File: src/rtl/serial_sub_pkg.sv
// Shared types and helpers for the chunked serial subtractor.
// Holds the FSM state encoding and the counter-width helper.
package serial_sub_pkg;

    typedef enum logic [1:0] {
        IDLE = 2'd0,
        BUSY = 2'd1,
        DONE = 2'd2
    } sub_state_e;

    function automatic int cnt_width(input int n);
        return (n <= 1) ? 1 : $clog2(n);
    endfunction

endpackage

File: src/rtl/serial_subtractor_nbit_sub_chunk.sv
// Combinational CHUNK-bit ripple-borrow subtractor.
// Built from full-subtractor bit slices.
module sub_chunk #(
    parameter int CHUNK = 2
) (
    input  logic [CHUNK-1:0] x,
    input  logic [CHUNK-1:0] y,
    input  logic             bin,
    output logic [CHUNK-1:0] d,
    output logic             bout
);

    logic [CHUNK:0] c;

    assign c[0] = bin;

    for (genvar i = 0; i < CHUNK; i++) begin : g_bit
        assign d[i]   = x[i] ^ y[i] ^ c[i];
        assign c[i+1] = (~x[i] & y[i]) | (~(x[i] ^ y[i]) & c[i]);
    end

    assign bout = c[CHUNK];

endmodule

File: src/rtl/serial_subtractor_nbit.sv
// Multi-cycle subtractor: a - b - borrow_in, CHUNK bits per clock.
// Borrow ripples between cycles through a registered flop.
module serial_subtractor_nbit
    import serial_sub_pkg::*;
#(
    parameter int WIDTH = 8,
    parameter int CHUNK = 2
) (
    input  logic             clk,
    input  logic             rst_n,
    input  logic             in_valid,
    output logic             in_ready,
    input  logic [WIDTH-1:0] a,
    input  logic [WIDTH-1:0] b,
    input  logic             borrow_in,
    output logic             out_valid,
    input  logic             out_ready,
    output logic [WIDTH-1:0] diff,
    output logic             borrow_out,
    output logic             overflow,
    output logic             zero
);

    localparam int NCHUNK = WIDTH / CHUNK;
    localparam int CW     = cnt_width(NCHUNK);

    sub_state_e       state_q, state_d;
    logic [CW-1:0]    cnt_q, cnt_d;
    logic [WIDTH-1:0] op_a_q, op_a_d;
    logic [WIDTH-1:0] op_b_q, op_b_d;
    logic             brw_q, brw_d;
    logic [WIDTH-1:0] diff_q, diff_d;
    logic             bout_q, bout_d;
    logic             ovf_q, ovf_d;
    logic             zero_q, zero_d;

    logic [CHUNK-1:0] sx, sy, sd;
    logic             sbout;
    logic             last;

    assign sx   = op_a_q[int'(cnt_q)*CHUNK +: CHUNK];
    assign sy   = op_b_q[int'(cnt_q)*CHUNK +: CHUNK];
    assign last = (cnt_q == CW'(NCHUNK - 1));

    sub_chunk #(
        .CHUNK(CHUNK)
    ) u_chunk (
        .x   (sx),
        .y   (sy),
        .bin (brw_q),
        .d   (sd),
        .bout(sbout)
    );

    always_comb begin
        state_d = state_q;
        cnt_d   = cnt_q;
        op_a_d  = op_a_q;
        op_b_d  = op_b_q;
        brw_d   = brw_q;
        diff_d  = diff_q;
        bout_d  = bout_q;
        ovf_d   = ovf_q;
        zero_d  = zero_q;
        unique case (state_q)
            IDLE: begin
                if (in_valid) begin
                    op_a_d  = a;
                    op_b_d  = b;
                    brw_d   = borrow_in;
                    cnt_d   = '0;
                    diff_d  = '0;
                    state_d = BUSY;
                end
            end
            BUSY: begin
                diff_d[int'(cnt_q)*CHUNK +: CHUNK] = sd;
                brw_d = sbout;
                if (last) begin
                    // Flags use the just-completed result.
                    bout_d  = sbout;
                    ovf_d   = (op_a_q[WIDTH-1] != op_b_q[WIDTH-1]) &&
                              (diff_d[WIDTH-1] != op_a_q[WIDTH-1]);
                    zero_d  = (diff_d == '0);
                    state_d = DONE;
                end else begin
                    cnt_d = cnt_q + CW'(1);
                end
            end
            DONE: begin
                if (out_ready) begin
                    state_d = IDLE;
                end
            end
            default: state_d = IDLE;
        endcase
    end

    always_ff @(posedge clk or negedge rst_n) begin
        if (!rst_n) begin
            state_q <= IDLE;
            cnt_q   <= '0;
            op_a_q  <= '0;
            op_b_q  <= '0;
            brw_q   <= 1'b0;
            diff_q  <= '0;
            bout_q  <= 1'b0;
            ovf_q   <= 1'b0;
            zero_q  <= 1'b0;
        end else begin
            state_q <= state_d;
            cnt_q   <= cnt_d;
            op_a_q  <= op_a_d;
            op_b_q  <= op_b_d;
            brw_q   <= brw_d;
            diff_q  <= diff_d;
            bout_q  <= bout_d;
            ovf_q   <= ovf_d;
            zero_q  <= zero_d;
        end
    end

    assign in_ready   = (state_q == IDLE);
    assign out_valid  = (state_q == DONE);
    assign diff       = diff_q;
    assign borrow_out = bout_q;
    assign overflow   = ovf_q;
    assign zero       = zero_q;

endmodule

File: config.mk
export PLATFORM = sky130hd
export DESIGN_NAME = serial_subtractor_nbit
export DESIGN_NICKNAME = d
export VERILOG_FILES = /design/src/rtl/serial_sub_pkg.sv /design/src/rtl/serial_subtractor_nbit_sub_chunk.sv /design/src/rtl/serial_subtractor_nbit.sv
export SDC_FILE = /design/constraint.sdc
export NUM_CORES = 1
export LEC_CHECK = 0
export BUFFER_PORTS_ARGS = -buffer_cell sky130_fd_sc_hd__buf_4
export CAP_MARGIN = 20
export CORE_UTILIZATION = 54
export DETAILED_ROUTE_END_ITERATION = 10
export GPL_ROUTABILITY_DRIVEN = 0
export HOLD_SLACK_MARGIN = 0.12
export PLACE_DENSITY = 0.91
export SYNTH_ARGS = -nofsm -noshare
export SYNTH_HDL_FRONTEND = slang
export SYNTH_HIERARCHICAL = 1
export SYNTH_SLANG_ARGS = --single-unit
File: constraint.sdc
create_clock -name clk -period 3.68 [get_ports clk]
set_input_delay 0.184 -clock clk [delete_from_list [all_inputs] [get_ports clk]]
set_output_delay 0.184 -clock clk [all_outputs]
set_load 0.005 [all_outputs]
==> out/results.ini <==
[run_status]
outcome = complete, but fails checks
violations = DRC

[critical_path]
worstPathRequired_ns = 3.96
crit_slowest_cell = dfrtp_1
crit_path_start_kind = flip-flop
path_cells = mux4_1 > inv_1 > fa_1 > inv_1 > fa_1 > inv_1 > o32a_1 > nor4b_2 > a211o_1
cp-end-kind = flip-flop
cp_data_arrival_time_ns = 3.35
cpMostUsedCell = inv_1
slowest_delay_ns = 0.62
critPathMaxFanout = 12
critPathKind = reg2reg

[clock_tree]
cts_buffer_depth = 2
htreeDepth = 2
clk_latency_ns = 0.33
cts_sinks = 32
clk_pin_slew_ns = 0.10
cts_buffers = 5
cts-root-buf = clkbuf_4
postCtsSetupBuffers = 0
cts_tree = yes

[cells_and_area]
multi_input_area_um2 = 764.5
final_cell_mix = buf_4, dfrtp_1, dlygate4sd3_1, mux2_2, inv_1
final_layout_size_suffix_gt1_frac = 0.3246
synthToLayoutAreaGrowth_pct = 31.91
final_common_cell = buf_4
ff_latch_area_um2 = 800.8
diodes = 0
post-route-util = 0.7660
n_fill_cell = 189
nNetsFinal = 220

[yosys]
synth.avg_cell_area_um2 = 12.17
ys_warn_count = 6
syn_inst = 135
synth.ff_latch_count = 32
syn_nets = 164
ys_seq_area_frac = 0.4874
yosysUniqueCellTypes = 31
ys.flop_type = dfrtp_1
synth_edf_count = 0
async_flop_share = 1.000
netlist_area_um2 = 1643

[placement]
hpwl_mm = 2.420
io_buffer_count = 33

[power]
swShare = 0.3985
power.total_uw = 1844
p_int_uw = 1109
comb_power_share = 0.524
pwr_density_cell_nw_per_um2 = 850.7
pwr-share-clk = 0.120
leakage_uw = 0.001016
pwr-share-seq = 0.356
switchingPower_uw = 734.6
vdd_drop_max_uv = 495.6

[global_route]
grt_max_degree = 33
grt_overflow = 0
grt_first_pass_wirelength_mm = 6.368
track_usage = 0.2649
grt_pass1_vias = 1361
antenna_found_initial = 0

[sta]
finalSetupTns_ns = 0
fin_crit_sh = 0.8342
drv_slew = 0
relSlewSlack = 0.6534
holdWs_ns = 0.3189
clock_skew_ns = 0.01274
min_period_ns = 3.070
rsz0062_at_grt = no
max_freq_ghz = 0.3258
setup_violations = 0
worst-slew-pin-transition_ns = 0.5152
finalHoldViolCount = 0

[drt]
post-route-drc-count = 2
routed_wl_mm = 3.720
wl_met1_mm = 1.487
wl_per_cell_um = 16.76
dr_wl_met2_mm = 2.034
final_antenna_net_count = 0
drt_first_pass_iters = 7
route.vias.total = 1270
first_iter_violations = 44
wl_met3_um = 167
via_per_inst = 5.721
top_layer_used = met4

[floorplan]
num_io_pins = 34
chipWidth_um = 57.16
die_y_um = 57.16
core_area_um2 = 2829
rows = 19
dieArea_um2 = 3267
start_util = 0.5807

[run]
cap_viol_max_count = 0

[min_path]
hp-class = in2async

## registers in the layout, indices dropped and copies added (netlist names)
name,flops
borrow_out,1
brw_q,1
cnt_q,2
diff,8
op_a_q,8
op_b_q,8
overflow,1
state_q,2
zero,1
## metrics by stage
stage	setup slack [ns]	instances	area, um2
floorplan	0.9849	135	1643
global placement	0.8109	196	1912
detailed placement	0.6500	196	1912
CTS	0.6265	222	2167
global route	0.5020	222	2167
finish	0.6103	222	2167
## cell type report
cell class,count,share of cell area
well taps,31,0.01790
repair buffers,53,0.2055
inverters,14,0.02425
flip-flops and latches,32,0.3695
multi-input cells,85,0.3528
clock buffers,7,0.03002
## critical path, delay by kind of cell (launching register included)
family                     cells  cell delay [ns]
AOI/OAI and AO/OA              2             0.52
adders and majority gates      2             0.78
buffers and inverters          3             0.22
DFF                            1             0.62
muxes                          1             0.61
and+or+nand+nor                1             0.28
## repair_timing
item	CTS	global route
hold buffers	19	0
endpoints found under the hold margin	50	0
resized for setup	0	0
## cell families after synthesis
logic type,Yosys count,share of synthesized area
AND/OR/NAND/NOR,33,0.1104
flip-flops,32,0.4874
multiplexers,23,0.1934
AO/OA/AOI/OAI,21,0.09139
buffers and inverters,18,0.04722
adder cells (fa/ha/maj),8,0.07007
## cells in the mapped netlist (3+ instances only)
| library cell | count | area share |
|---|---|---|
| dfrtp_1 | 32 | 0.49 |
| mux2_2 | 18 | 0.12 |
| inv_1 | 14 | 0.032 |
| nor2_1 | 10 | 0.023 |
| nand2_1 | 9 | 0.021 |
| o22ai_1 | 8 | 0.030 |
| ha_1 | 6 | 0.046 |
| mux4_1 | 4 | 0.064 |
| a21oi_1 | 3 | 0.0091 |
| a32o_1 | 3 | 0.018 |
| nand2b_1 | 3 | 0.011 |
## path summary, 6_finish.rpt
path | slack (ns) | to | depth (start not counted) | from
min in group clk | 0.34 | diff[3]$_DFFE_PN0P_ | 4 | in_valid
hold / removal | 0.32 | op_a_q[0]$_DFFE_PN0P_ | 2 | rst_n
setup / recovery | 0.61 | overflow$_DFFE_PN0P_ | 9 | cnt_q[0]$_DFFE_PN0P_
max in group asynchronous | 3.07 | diff[3]$_DFFE_PN0P_ | 2 | rst_n
setup reg to reg | 0.61 | overflow$_DFFE_PN0P_ | 9 | cnt_q[0]$_DFFE_PN0P_
hold reg to reg | 0.52 | op_a_q[2]$_DFFE_PN0P_ | 1 | op_a_q[2]$_DFFE_PN0P_
## routing by layer
layer / global-route usage / up-vias
met2: 0.4874 / 45
met4: 0.08362 / 0
li1: - / 588
met1: 0.3125 / 632
met5: 0 / -
met3: 0.04989 / 5
## power by group through the flow
stage                     combinational, uW  clock [uW]  sequential [uW]
after global routing                   1050         242              681
final                                   965         222              656
after global placement                  872           0              647
after detailed placement                927           0              660
after CTS                               944         225              653
after floorplan                         702           0              607
Note: power is estimated with default switching activity, not from simulation.
